### src/rtl/router_pkg.sv
// Shared router definitions: packet field layout, routing target classes and
// the dx helpers used by the forwarding stages.
package router_pkg;

  localparam int PACKET_WIDTH = 30;
  localparam int DX_MSB       = 29;
  localparam int DX_LSB       = 21;
  localparam int DXW          = DX_MSB - DX_LSB + 1;

  typedef logic [PACKET_WIDTH-1:0] pkt_t;

  typedef enum logic [1:0] {
    TGT_EAST,
    TGT_TURN,
    TGT_ILLEGAL
  } target_e;

  // dx is signed two's complement: positive keeps going east, zero turns,
  // negative should never have been routed into an east stage.
  function automatic target_e classify_dx(input logic [DXW-1:0] dx);
    if (dx[DXW-1])      return TGT_ILLEGAL;
    else if (dx == '0)  return TGT_TURN;
    else                return TGT_EAST;
  endfunction

  // One hop consumed: dx-1 wraps modulo 2^DXW, every other bit untouched.
  function automatic pkt_t dec_dx(input pkt_t pkt);
    pkt_t r;
    r = pkt;
    r[DX_MSB:DX_LSB] = pkt[DX_MSB:DX_LSB] - {{(DXW-1){1'b0}}, 1'b1};
    return r;
  endfunction

endpackage

### src/rtl/forward_east_out_hold_reg.sv
// One-entry output holding register. Drains whenever the downstream FIFO has
// room and can be refilled in the same cycle it drains.
module out_hold_reg #(
  parameter int W = 30
) (
  input  logic         clk,
  input  logic         rst_n,
  input  logic         load,
  input  logic [W-1:0] din,
  input  logic         full,
  output logic [W-1:0] dout,
  output logic         wen,
  output logic         can_accept
);

  logic         valid_q, valid_d;
  logic [W-1:0] data_q,  data_d;

  assign wen        = valid_q & ~full;
  assign can_accept = ~valid_q | ~full;
  assign dout       = data_q;

  // Next state: a drain empties the entry, a load (same cycle or not) refills it.
  always_comb begin
    valid_d = valid_q;
    data_d  = data_q;
    if (wen)  valid_d = 1'b0;
    if (load) begin
      valid_d = 1'b1;
      data_d  = din;
    end
  end

  // Entry register; reset discards any held packet.
  always_ff @(posedge clk or negedge rst_n) begin
    if (!rst_n) begin
      valid_q <= 1'b0;
      data_q  <= '0;
    end else begin
      valid_q <= valid_d;
      data_q  <= data_d;
    end
  end

endmodule

### src/rtl/forward_east.sv
// Eastward forwarding stage: arbitrates the local injection and west link
// heads onto the east neighbour and turn outputs, decrementing dx on the way
// east and dropping (and flagging) packets with negative dx.
// PACKET_WIDTH/DX_* are expected to match the router_pkg field layout.
module forward_east #(
  parameter int PACKET_WIDTH = router_pkg::PACKET_WIDTH,
  parameter int DX_MSB       = router_pkg::DX_MSB,
  parameter int DX_LSB       = router_pkg::DX_LSB
) (
  input  logic                    clk,
  input  logic                    rst,
  input  logic [PACKET_WIDTH-1:0] local_dout,
  input  logic                    local_empty,
  output logic                    local_ren,
  input  logic [PACKET_WIDTH-1:0] west_dout,
  input  logic                    west_empty,
  output logic                    west_ren,
  output logic [PACKET_WIDTH-1:0] east_dout,
  output logic                    east_wen,
  input  logic                    east_full,
  output logic [PACKET_WIDTH-1:0] turn_dout,
  output logic                    turn_wen,
  input  logic                    turn_full,
  output logic                    err_dx
);
  import router_pkg::*;

  logic    rr_q, rr_d;
  logic    err_q, err_d;
  logic    l_v, w_v;
  target_e l_tgt, w_tgt;
  logic    e_acc, t_acc;
  logic    l_ok, w_ok, contested;
  logic    l_pop, w_pop;
  logic    e_load, t_load;
  logic [PACKET_WIDTH-1:0] e_din, t_din;

  // Nothing is offered upstream while reset is held.
  assign l_v   = rst & ~local_empty;
  assign w_v   = rst & ~west_empty;
  assign l_tgt = classify_dx(local_dout[DX_MSB:DX_LSB]);
  assign w_tgt = classify_dx(west_dout[DX_MSB:DX_LSB]);

  // Arbitration, pops and output loads. Illegal heads need no output so they
  // always pop; only two legal heads aimed at the same free output contend.
  always_comb begin
    l_pop  = 1'b0;
    w_pop  = 1'b0;
    rr_d   = rr_q;
    e_load = 1'b0;
    t_load = 1'b0;
    e_din  = '0;
    t_din  = '0;

    l_ok = l_v & ((l_tgt == TGT_ILLEGAL) |
                  ((l_tgt == TGT_EAST) ? e_acc : t_acc));
    w_ok = w_v & ((w_tgt == TGT_ILLEGAL) |
                  ((w_tgt == TGT_EAST) ? e_acc : t_acc));
    contested = l_ok & w_ok & (l_tgt == w_tgt) & (l_tgt != TGT_ILLEGAL);

    if (contested) begin
      l_pop = ~rr_q;
      w_pop = rr_q;
      rr_d  = ~rr_q;          // next contest favours this cycle's loser
    end else begin
      l_pop = l_ok;
      w_pop = w_ok;
    end

    if (l_pop && l_tgt == TGT_EAST) begin
      e_load = 1'b1;
      e_din  = dec_dx(local_dout);
    end else if (w_pop && w_tgt == TGT_EAST) begin
      e_load = 1'b1;
      e_din  = dec_dx(west_dout);
    end

    if (l_pop && l_tgt == TGT_TURN) begin
      t_load = 1'b1;
      t_din  = local_dout;
    end else if (w_pop && w_tgt == TGT_TURN) begin
      t_load = 1'b1;
      t_din  = west_dout;
    end

    err_d = err_q | (l_pop & (l_tgt == TGT_ILLEGAL))
                  | (w_pop & (w_tgt == TGT_ILLEGAL));
  end

  assign local_ren = l_pop;
  assign west_ren  = w_pop;
  assign err_dx    = err_q;

  // Round-robin pointer and sticky illegal-dx flag.
  always_ff @(posedge clk or negedge rst) begin
    if (!rst) begin
      rr_q  <= 1'b0;
      err_q <= 1'b0;
    end else begin
      rr_q  <= rr_d;
      err_q <= err_d;
    end
  end

  out_hold_reg #(.W(PACKET_WIDTH)) u_east (
    .clk        (clk),
    .rst_n      (rst),
    .load       (e_load),
    .din        (e_din),
    .full       (east_full),
    .dout       (east_dout),
    .wen        (east_wen),
    .can_accept (e_acc)
  );

  out_hold_reg #(.W(PACKET_WIDTH)) u_turn (
    .clk        (clk),
    .rst_n      (rst),
    .load       (t_load),
    .din        (t_din),
    .full       (turn_full),
    .dout       (turn_dout),
    .wen        (turn_wen),
    .can_accept (t_acc)
  );

endmodule

### config.mk
export PLATFORM = sky130hd
export DESIGN_NAME = forward_east
export DESIGN_NICKNAME = d
export VERILOG_FILES = /design/src/rtl/router_pkg.sv /design/src/rtl/forward_east_out_hold_reg.sv /design/src/rtl/forward_east.sv
export SDC_FILE = /design/constraint.sdc
export NUM_CORES = 1
export LEC_CHECK = 0
export ABC_AREA = 1
export BUFFER_PORTS_ARGS = -buffer_cell sky130_fd_sc_hd__buf_4
export CAP_MARGIN = 20
export CORE_UTILIZATION = 51
export DETAILED_ROUTE_END_ITERATION = 12
export GPL_TIMING_DRIVEN = 0
export PLACE_DENSITY = 0.8
export SYNTH_ARGS = -nofsm -noshare
export SYNTH_HDL_FRONTEND = slang
export SYNTH_HIERARCHICAL = 1
export SYNTH_SLANG_ARGS = --single-unit
### constraint.sdc
create_clock -name clk -period 2.6 [get_ports clk]
set_input_delay 0.52 -clock clk [delete_from_list [all_inputs] [get_ports clk]]
set_output_delay 0.52 -clock clk [all_outputs]
set_load 0.03 [all_outputs]
==> After elaboration in Yosys (flattened, before gate mapping) <==
Index checks and enable logic that the tools add are counted.
{ "op_classes": {"addsub": 2, "multipliers": 0, "div": 0, "magnitude_cmp": 0, "n_eq_ne": 6, "shift": 0, "n_mux": 20, "bitwise": 24, "reduce_logical": 10} }
{ "ops": {"columns": ["op", "count"], "rows": [
  ["$mux 30", 4],
  ["$logic_not 9->1", 2],
  ["$sub 9x1->9 const B", 2],
  ["$mux 1", 14],
  ["$and 1x1->1", 11],
  ["$not 1->1", 7],
  ["$or 1x1->1", 6],
  ["$eq 2x1->1 const B", 2],
  ["$eq 2x2->1 const B", 2],
  ["$logic_and 1x1->1", 4],
  ["$logic_not 2->1", 2],
  ["$mux 2", 2],
  ["$reduce_bool 2->1", 2],
  ["$eq 2x2->1", 1],
  ["$ne 2x2->1 const B", 1]
]} }
{ "word_totals": {"ff_bits": 64, "latchBits": 0, "mem_bits_rw": 0, "mem_bits_ro": 0, "input_bits": 66, "output_inout_bits": 65, "wordCells": 68, "memories": 0} }

==> Logic depth before layout (Yosys ltp) <==
Gate-level depths: netlist of the first run.
{ "depth": {"ltp_word": 15, "mapped_depth": 18, "depth_no_buf": 16} }

==> Hierarchy <==
The synthesis of the first run kept the hierarchy.
{ "by_module_without_submodules": {"columns": ["module", "instances", "cells_each", "area_each_um2", "seq_area_each_um2"], "rows": [
  ["out_hold_reg", 2, 132, 1162.4, 775.7],
  ["forward_east", 1, 283, 1544.0, 50.0]
]} }

==> Worst setup path before layout of the first run <==
Ideal clock, no wire load.
{ "synth_path": {"kind": "input-to-output", "startpoint": "input local_dout[21]", "endpoint": "output local_ren", "arrival_ns": 1.892, "required_ns": 2.080, "slack_ns": 0.188, "path_stages": 10, "path_buffers": 0, "path_cell_list": "inv_1 ha_1 nand3_2 inv_2 nand2_1 nand2_1 nor2_1 nor2_1 inv_2 a31oi_1"} }
{ "synth_via": {"elab_chain_len": 11, "word_cells_on_any_way": 14, "cone_classes": "3 x eq/ne; 4 x mux; 5 x bitwise; 2 x reduce/logical"} }
{ "synth_rtl": {"columns": ["element", "line", "text"], "rows": [
  ["start: declaration", "forward_east.sv:12", "input logic [PACKET_WIDTH-1:0] local_dout,"],
  ["$logic_not 9->1 (*)", "router_pkg.sv:22", "else if (dx == '0) return TGT_TURN;"],
  ["$mux 1 (*)", "router_pkg.sv:22", null],
  ["$mux 2 (*)", "router_pkg.sv:21", "if (dx[DXW-1]) return TGT_ILLEGAL;"],
  ["$logic_not 2->1", "forward_east.sv:56", "((l_tgt == TGT_EAST) ? e_acc : t_acc));"],
  ["$mux 1", "forward_east.sv:56", null],
  ["$or 1x1->1", "forward_east.sv:55", "l_ok = l_v & ((l_tgt == TGT_ILLEGAL) |"],
  ["$and 1x1->1", "forward_east.sv:55", null],
  ["$and 1x1->1 (3 in series)", "forward_east.sv:59", "contested = l_ok & w_ok & (l_tgt == w_tgt) & (l_tgt != TGT_ILLEGAL);"],
  ["$mux 1 (*)", "forward_east.sv:61", "if (contested) begin"],
  ["end: declaration", "forward_east.sv:14", "output logic local_ren,"]
]} }
Mark *: on every way between the ends. The rest lies on a longest branch, timed or not.

==> Worst setup path after layout of the first run <==
{ "layout_path": {"startpoint": "input west_dout[21]", "endpoint": "output west_ren"} }
{ "layout_via": {"elab_chain_len": 11, "word_cells_on_any_way": 13, "cone_classes": "2 x eq/ne; 4 x mux; 5 x bitwise; 2 x reduce/logical"} }
{ "layout_rtl": {"columns": ["element", "line", "text"], "rows": [
  ["start: declaration", "forward_east.sv:15", "input logic [PACKET_WIDTH-1:0] west_dout,"],
  ["$logic_not 9->1 (*)", "router_pkg.sv:22", null],
  ["$mux 1 (*)", "router_pkg.sv:22", null],
  ["$mux 2 (*)", "router_pkg.sv:21", null],
  ["$logic_not 2->1", "forward_east.sv:58", "((w_tgt == TGT_EAST) ? e_acc : t_acc));"],
  ["$mux 1", "forward_east.sv:58", null],
  ["$or 1x1->1", "forward_east.sv:57", "w_ok = w_v & ((w_tgt == TGT_ILLEGAL) |"],
  ["$and 1x1->1", "forward_east.sv:57", null],
  ["$and 1x1->1 (3 in series)", "forward_east.sv:59", null],
  ["$mux 1 (*)", "forward_east.sv:61", null],
  ["end: declaration", "forward_east.sv:17", "output logic west_ren,"]
]} }
Marks and branches as above.

==> results of run 1 <==
-- per-layer routing --
layer	global-route usage [%]	vias to the layer above	wire length, um
met5	0	-	0
met4	16.3	0	376
met3	4.34	40	1100
met2	49.6	288	5610
met1	38.7	1993	4740
li1	-	2064	-
-- power breakdown --
group	leakage, nW	total (mW)	internal (mW)	switching, mW
Sequential	0.872	1.10	1.06	0.0400
Combinational	2.15	0.577	0.226	0.351
Clock	0.0993	0.872	0.468	0.405
-- stage by stage --
| step | setup WS [ns] | instances | cell area (sq um) | power, mW |
|---|---|---|---|---|
| detailed placement | -0.490 | 783 | 4990 | 1.67 |
| global route | -0.0584 | 804 | 5280 | 2.64 |
| global placement | -0.363 | 783 | 4990 | 1.66 |
| CTS | 0.00572 | 798 | 5200 | 2.55 |
| finish | 0.0357 | 804 | 5280 | 2.55 |
| floorplan | 0.188 | 554 | 3890 | 1.41 |
-- worst max-delay path, stage by stage --
cell and delay, ns:
buf_4 0.12, inv_1 0.11, ha_1 0.25, nand2_2 0.11, nor2_2 0.13, nand2_1 0.09
nor2_2 0.12, nor2_2 0.06, o21bai_1 0.23, nand2_4 0.11, buf_4 0.18
-- synth_stat cells (all sizes together) --
master | number | share of area, %
a31oi | 1 | 0.16
buf | 33 | 5.8
clkbuf | 6 | 0.58
conb | 1 | 0.097
dfrtp | 64 | 41
ha | 2 | 0.65
inv | 33 | 3.2
nand2 | 254 | 25
nand3 | 66 | 9.3
nand4 | 54 | 8.7
nor2 | 17 | 1.9
nor3 | 2 | 0.26
o21bai | 1 | 0.19
xnor2 | 3 | 0.68
xor2 | 10 | 2.3
-- path summary, 6_finish.rpt --
path | end | slack (ns) | cells after the start
worst max-delay path | west_ren | 0.04 | 11
worst min-delay path | u_turn/dout[25] | 0.10 | 1
worst max register to register | u_turn/dout[15] | 0.47 | 14
worst min register to register | u_turn/dout[5] | 0.47 | 2
max in group asynchronous | u_east/dout[22] | 2.14 | 1
min in group clk | err_dx | 0.40 | 3
-- state kept, by name, indices dropped and copies added, names as in the netlist --
name / cells
err_dx: 1
rr_q: 1
u_east/dout: 30
u_east/valid_q: 1
u_turn/dout: 30
u_turn/valid_q: 1
-- placed cells by master, fill, tap and decap left out, types with 8 or more instances in the layout --
master / instances
clkbuf_8: 10
inv_1: 27
buf_4: 141
conb_1: 8
buf_2: 13
nor2_1: 11
nand4_1: 54
xor2_1: 10
dfrtp_1: 64
nand3_1: 60
nand2_1: 250
-- repair_timing --
item	4_1_cts	5_1_grt
cloned	0	0
gates resized for setup	3	12
hold buffers	0	0
buffers inserted	0	7
pin swaps	0	3
endpoints found under the setup margin	63	62
-- layout make-up --
| cell class | count | area share, % |
|---|---|---|
| multi-input cells | 418 | 36.8 |
| flip-flops and latches | 64 | 30.3 |
| repair buffers | 137 | 19.6 |
| plain buffers | 37 | 4.81 |
| clock buffers | 11 | 2.68 |
| inverters | 33 | 2.34 |
| well taps | 99 | 2.34 |
| clock inverters | 5 | 1.07 |
-- logic make-up (layout without fill, tap and decap cells) --
group	after synthesis	count (layout)
buffers and inverters	72	223
AO/OA/AOI/OAI	2	2
XOR/XNOR	13	13
AND/OR/NAND/NOR	393	393
other	1	8
flip-flops	64	64
adder cells (fa/ha/maj)	2	2
==> results.yml, run 1 <==
sta:
  tns_ns: 0
  finalClockSkew_ns: 0.0148
  finalHoldViolCount: 0
  timing.fmax_mhz: 390
  report.final.slew_viol_count: 0
  layout_min_cycle_time_ns: 2.56
  timing.hold.ws_ns: 0.101
  finalSetupViolations: 0
  rsz0062_at_grt: "true"
  post-route-period-util_pct: 98.6
global_route:
  grt_pass1_vias: 4019
  grt_max_degree: 66
  overflow: 0
  grt_pass1_wl_um: 18200
  track_usage_pct: 30.2
  antenna_found_initial: 0
final_layout:
  regArea_sq_um: 1600
  final_core_util_pct: 72.4
  syn_to_final_growth_pct: 36.5
  antennaDiodeCount: 0
  nets: 768
  fill_cells: 606
  multi_input_comb_area_sq_um: 1950
  drive_gt1_share_pct: 28.9
synth:
  synth.area.mux_share_pct: 0
  synth_area_per_cell_sq_um: 7.07
  synth_top_family_by_area: "simple AND/OR/NAND/NOR gates"
  synth_seq_cells: 64
  yosys.area_share.simple_pct: 45.0
  yosysWarnings: 6
  synth_fa_ha_area_share_pct: 0.647
  yosys.area_share.xor_xnor_pct: 2.94
  netlist_instances: 547
  ys_seq_area_share_pct: 41.4
  ys_types: 24
  syn_area_sq_um: 3870
  synth_compound_area_share_pct: 0.356
worst_setup_path:
  r2r_start: "u_turn/valid_q"
  startpoint_type: "primary input"
  critPathKind: "in2out"
  cp_max_fo: 5
  arrival_ns: 2.04
  crit_start: "west_dout[21]"
  endpoint_kind: "output port"
  crit_required_ns: 2.08
detailed_routing:
  routed_via_density: 5.45
  vias: 4385
  drt_wl_total_um: 11800
  first_pass_iters: 5
  drtAntennaViolNets: 0
  dr.first_iter.drc_count: 326
  wire_per_inst_um: 14.7
  drcViolationCount: 0
die:
  dieArea_sq_um: 7940
  die_x_um: 89.1
  ios: 131
  die_h_um: 89.1
  core_area_sq_um: 7290
  start_util_pct: 53.1
  num_rows: 31
power_and_ir_drop:
  power_leakage_nw: 3.12
  vdd_drop_max_v: 0.000338
  power_density_nw_per_um2: 482
clocking:
  root_buffer: "clkbuf_8"
  cts_tree: "built"
  clockBufferDepth: 2
  path_clk_slew_ns: 0.07
  clock_latency_ns: 0.35
  htree_num_levels: 3
  cts_sinks: 64
  cts_buffers: 9
place:
  numPortBuffers: 130
  place_congestion: 0.869
  hpwl_um: 8520
status:
  status: "finished, final reports clean"
min_path:
  hold_path_class: "in2async"
flow_run:
  drv_cap: 0
Note: power is estimated with default switching activity, not from simulation.
==> inputs of run 2 (changes only) <==
--- a/config.mk
+++ b/config.mk
@@ -5,10 +5,9 @@
 export SDC_FILE = /design/constraint.sdc
 export NUM_CORES = 1
 export LEC_CHECK = 0
-export ABC_AREA = 1
 export BUFFER_PORTS_ARGS = -buffer_cell sky130_fd_sc_hd__buf_4
 export CAP_MARGIN = 20
-export CORE_UTILIZATION = 51
+export CORE_UTILIZATION = 50
 export DETAILED_ROUTE_END_ITERATION = 12
 export GPL_TIMING_DRIVEN = 0
 export PLACE_DENSITY = 0.8
==> constraint.sdc (replaced) <==
create_clock -name clk -period 2.55 [get_ports clk]
set_input_delay 0.51 -clock clk [delete_from_list [all_inputs] [get_ports clk]]
set_output_delay 0.51 -clock clk [all_outputs]
set_load 0.03 [all_outputs]
==> results.yml, run 2 <==
global_route:
  grt_pass1_wl_um: 15700
  grt_max_degree: 71
  track_usage_pct: 27.7
  antenna_found_initial: 0
  overflow: 0
  grt_pass1_vias: 3196
final_layout:
  syn_to_final_growth_pct: 41.5
  finalNonFillerCells: 574
  mostFrequentLayoutCell: "buf_4"
  nets: 541
  final_cell_mix: "buf_4, dfrtp_1, mux2_2"
  drive_gt1_share_pct: 51.3
  final_core_util_pct: 73.7
  antennaDiodeCount: 0
sta:
  rsz0062_at_grt: "true"
  post-route-period-util_pct: 98.9
  layout_min_cycle_time_ns: 2.52
  finalClockSkew_ns: 0.00842
  timing.fmax_mhz: 397
  finalHoldViolCount: 0
  report.final.slew_viol_count: 0
  finalSetupViolations: 0
worst_setup_path:
  r2r_start: "rr_q"
  critPathKind: "in2out"
  endpoint_kind: "output port"
  arrival_ns: 2.01
  startpoint_type: "primary input"
  r2r_end: "u_east/dout[13]"
  endpoint: "west_ren"
  crit_start: "west_dout[21]"
  rr_worst_depth: 5
  cp_max_fo: 4
  r2r_slack_ns: 0.30
  crit_required_ns: 2.04
synth:
  synth-edff-count: 0
  synth_most_common_cell: "dfrtp_1"
  synth_common_cells: "dfrtp_1, mux2_2, o22ai_1"
  netlist_instances: 320
  syn_area_sq_um: 3540
  async_flop_share_pct: 100
  synth_ff_type: "dfrtp_1"
  ys_seq_area_share_pct: 45.3
  synth_seq_cells: 64
  synth.area.top_cells: "dfrtp_1, mux2_2, o22ai_1"
  yosysWarnings: 6
  ys_types: 46
  synth_top_area_share_pct: 45.3
  synth_area_per_cell_sq_um: 11.0
  yosysTopAreaCell: "dfrtp_1"
power_and_ir_drop:
  p_sw_share_pct: 28.9
  power_density_nw_per_um2: 542
  p_seq_share_pct: 41.5
  power_leakage_nw: 2.43
  p_int_mw: 1.93
  switchingPower_mw: 0.785
  clkPwrFrac_pct: 36.2
  pwr-share-comb_pct: 22.3
  vdd_drop_max_v: 0.000399
detailed_routing:
  drcViolationCount: 0
  first_pass_iters: 4
  drt_wl_total_um: 10000
  vias: 3292
  wire_per_inst_um: 17.5
  routed_via_density: 5.74
  dr.first_iter.drc_count: 196
  drtAntennaViolNets: 0
flow_run:
  drv_cap: 0
min_path:
  hold_path_class: "in2async"
die:
  die_x_um: 86.1
  num_rows: 30
  die_h_um: 86.1
  ios: 131
  core_area_sq_um: 6790
  dieArea_sq_um: 7410
  start_util_pct: 52.0
clocking:
  cts_tree: "built"
  path_clk_slew_ns: 0.08
  cts_buffers: 9
  cts_sinks: 64
  htree_num_levels: 3
  clockBufferDepth: 2
  root_buffer: "clkbuf_8"
  clock_latency_ns: 0.34
status:
  status: "finished, final reports clean"
place:
  place_congestion: 0.843
  placed_cells: 553
  hpwl_um: 6960
  numPortBuffers: 130
==> run 2: cell types whose count changed in the layout (fill, tap and decap cells not counted), moves of 6 or more <==
cell     before  now
xor2_1       10    2
xnor2_1       3   12
nor2_1       11    2
inv_2         6    0
nand3_2       6    0
o22ai_1       0   52
mux2_2        0   60
buf_2        13    7
inv_1        27    9
buf_4       141  134
nand2_1     250   48
nand3_1      60    1
nand4_1      54    1
==> run 2: logic make-up after synthesis <==
kind of cell	Yosys count	synth area share (%)
AO/OA/AOI/OAI	72	14.3
other	1	0.106
AND/OR/NAND/NOR	79	11.9
buffers and inverters	27	4.81
XOR/XNOR	14	3.47
adder cells (fa/ha/maj)	2	0.708
multiplexers	61	19.4
flip-flops	64	45.3
==> run 2: power by group through the flow <==
stage | logic (mW) | registers (mW) | clock network [mW]
floorplan | 0.197 | 1.26 | 0
global placement | 0.578 | 1.14 | 0
detailed placement | 0.586 | 1.14 | 0
CTS | 0.600 | 1.12 | 0.989
global route | 0.645 | 1.14 | 1.04
finish | 0.606 | 1.13 | 0.981
==> run 2: layout make-up <==
| type | count | area (sq um) |
|---|---|---|
| plain buffers | 18 | 136 |
| clock buffers | 11 | 141 |
| clock inverters | 5 | 80.1 |
| fillers | 499 | 1790 |
| inverters | 9 | 33.8 |
| multi-input cells | 236 | 1870 |
| flip-flops and latches | 64 | 1600 |
| well taps | 96 | 120 |
| repair buffers | 135 | 1030 |
==> run 2: worst max-delay path: stages <==
cell,delay (ns)
buf_4,0.13
inv_1,0.07
ha_1,0.22
or3b_4,0.45
nor2_4,0.16
xnor2_1,0.09
a31oi_2,0.20
buf_4,0.19
==> run 2: worst min-delay path by stage <==
stage / to / from / slack, ns / cells past startpoint
5_1_grt: u_turn/dout[26] / rst / 0.06 / 1
3_3_place_gp: err_dx / err_dx / 0.47 / 1
6_report: u_turn/dout[26] / rst / 0.04 / 1
4_1_cts: u_turn/dout[26] / rst / 0.07 / 1
2_1_floorplan: err_dx / rst / 0.21 / 0
3_5_place_dp: err_dx / err_dx / 0.48 / 1
==> run 2: timing repair <==
item | CTS | global route
pin swaps | 0 | 1
buffers inserted | 2 | 3
setup endpoints to repair | 64 | 49
hold buffers | 0 | 0
gates resized for setup | 13 | 6
==> run 2: routing by layer <==
metal / GRT usage (%) / part of all wire, %
met5: 0 / 0
met4: 11.1 / 2.7
met3: 6.54 / 6.6
met2: 45.5 / 50
met1: 35.4 / 41
==> run 2: through the flow <==
step                      hold slack (ns)  setup WS (ns)  instance area [sq um]  power (mW)  TNS [ns]
final                              0.0446         0.0286                   5000        2.71         0
after global routing               0.0599        -0.0838                   5000        2.82    -0.113
after CTS                          0.0673         0.0248                   4950        2.71         0
after detailed placement            0.476          -1.01                   4660        1.73    -58.04
after global placement              0.465         -0.970                   4660        1.72    -56.21
after floorplan                     0.214         0.0458                   3570        1.46         0
==> inputs of run 3 (changes only) <==
==> constraint.sdc (replaced) <==
create_clock -name clk -period 2.7 [get_ports clk]
set_input_delay 0.54 -clock clk [delete_from_list [all_inputs] [get_ports clk]]
set_output_delay 0.54 -clock clk [all_outputs]
set_load 0.03 [all_outputs]
==> results.yml, run 3 (synthesis results as in run 2) <==
status:
  status: "finished, final reports clean"
sta:
  post-route-period-util_pct: 96.2
  layout_min_cycle_time_ns: 2.60
  finalClockSkew_ns: 0.00915
  finalHoldViolCount: 0
  timing.fmax_mhz: 385
  finalSetupViolations: 0
  report.final.slew_viol_count: 0
  rsz0062_at_grt: "false"
final_layout:
  nets: 537
  mostFrequentLayoutCell: "buf_4"
  antennaDiodeCount: 0
  multi_input_comb_area_sq_um: 1840
  syn_to_final_growth_pct: 40.1
  final_cell_mix: "buf_4, dfrtp_1, mux2_2"
  fill_cells: 510
  drive_gt1_share_pct: 50.2
  regArea_sq_um: 1600
  final_area_sq_um: 4950
place:
  hpwl_um: 6960
  place_congestion: 0.843
  numPortBuffers: 130
  place_area_sq_um: 4660
die:
  die_h_um: 86.1
  num_rows: 30
  start_util_pct: 52.0
  dieArea_sq_um: 7410
  die_x_um: 86.1
  core_area_sq_um: 6790
  ios: 131
detailed_routing:
  dr_wl_met3_um: 641
  dr.first_iter.drc_count: 189
  first_pass_iters: 7
  route.met2.wl_um: 4920
  wire_per_inst_um: 17.2
  routed_via_density: 5.71
  top_layer: "met4"
  met1Wirelength_um: 4010
  drt_wl_total_um: 9800
  drtAntennaViolNets: 0
  vias: 3257
  drcViolationCount: 0
worst_setup_path:
  arrival_ns: 2.06
  crit_required_ns: 2.16
  endpoint_kind: "output port"
  critPathKind: "in2out"
  startpoint_type: "primary input"
  cp_max_fo: 4
clocking:
  cts_buffers: 9
  path_clk_slew_ns: 0.07
  cts_tree: "built"
  cts_hold_buf: 0
  clock_latency_ns: 0.35
  clockBufferDepth: 2
  root_buffer: "clkbuf_8"
  cts_sinks: 64
  htree_num_levels: 3
min_path:
  hold_path_class: "in2async"
power_and_ir_drop:
  vdd_drop_max_v: 0.000376
  power_leakage_nw: 2.42
  total_power_mw: 2.55
  power_density_nw_per_um2: 516
global_route:
  grt_max_degree: 71
  track_usage_pct: 27.6
  grt_pass1_vias: 3182
  antenna_found_initial: 0
  overflow: 0
  grt_pass1_wl_um: 15700
flow_run:
  drv_cap: 0
-- run 3: changes by cell type in the layout (fill, tap and decap cells not counted), sizes merged --
cell  delta
buf      -4
-- run 3: cell type report --
cell class,count,share of cell area [%]
inverter,9,0.682
tap,96,2.43
multi-input combinational,236,37.2
buffer,18,2.75
timing repair buffer,131,20.1
clock inverter,5,1.62
sequential,64,32.3
clock buffer,11,2.85
-- run 3: per-layer routing --
layer  GRT usage, %  up-vias
met5              0        -
met4           11.1        0
met3           6.83       24
met2           45.2      146
met1           35.2     1602
li1               -     1485
-- run 3: repair_timing --
action,CTS,global route
setup endpoints to repair,64,54
resized for setup,8,7
buffers inserted,1,0
pin swaps,0,1
-- run 3: power breakdown --
part / switching, mW / internal, mW / leakage, nW / total, mW
Combinational: 0.317 / 0.250 / 1.44 / 0.566
Clock: 0.382 / 0.544 / 0.106 / 0.925
Sequential: 0.0379 / 1.02 / 0.872 / 1.06
-- run 3: final timing paths --
path / startpoint / to / slack (ns) / depth (start not counted)
max in group asynchronous: rst / u_east/dout[24] / 2.32 / 1
min in group clk: east_full / u_east/valid_q / 0.42 / 2
hold reg to reg: err_dx / err_dx / 0.50 / 1
hold / removal: rst / u_turn/dout[26] / 0.08 / 1
setup / recovery: west_dout[21] / west_ren / 0.10 / 8
setup reg to reg: rr_q / u_east/dout[13] / 0.38 / 5
-- run 3: stage by stage --
| step | setup slack (ns) | instances | util [%] | hold WS [ns] | setup TNS (ns) |
|---|---|---|---|---|---|
| 6_report | 0.102 | 570 | 72.9 | 0.0783 | 0 |
| 5_1_grt | 0.0140 | 570 | 72.9 | 0.0899 | 0 |
| 4_1_cts | 0.00179 | 570 | 72.5 | 0.158 | 0 |
| 3_5_place_dp | -0.894 | 553 | 68.7 | 0.476 | -50.32 |
| 3_3_place_gp | -0.850 | 553 | 68.7 | 0.465 | -48.56 |
| 2_1_floorplan | 0.155 | 327 | - | 0.244 | 0 |
-- run 3: critical path, stage by stage --
cell	delay, ns
buf_4	0.12
inv_1	0.07
ha_1	0.22
nor3b_4	0.28
a21boi_1	0.18
o311ai_1	0.39
a31oi_2	0.07
buf_4	0.18
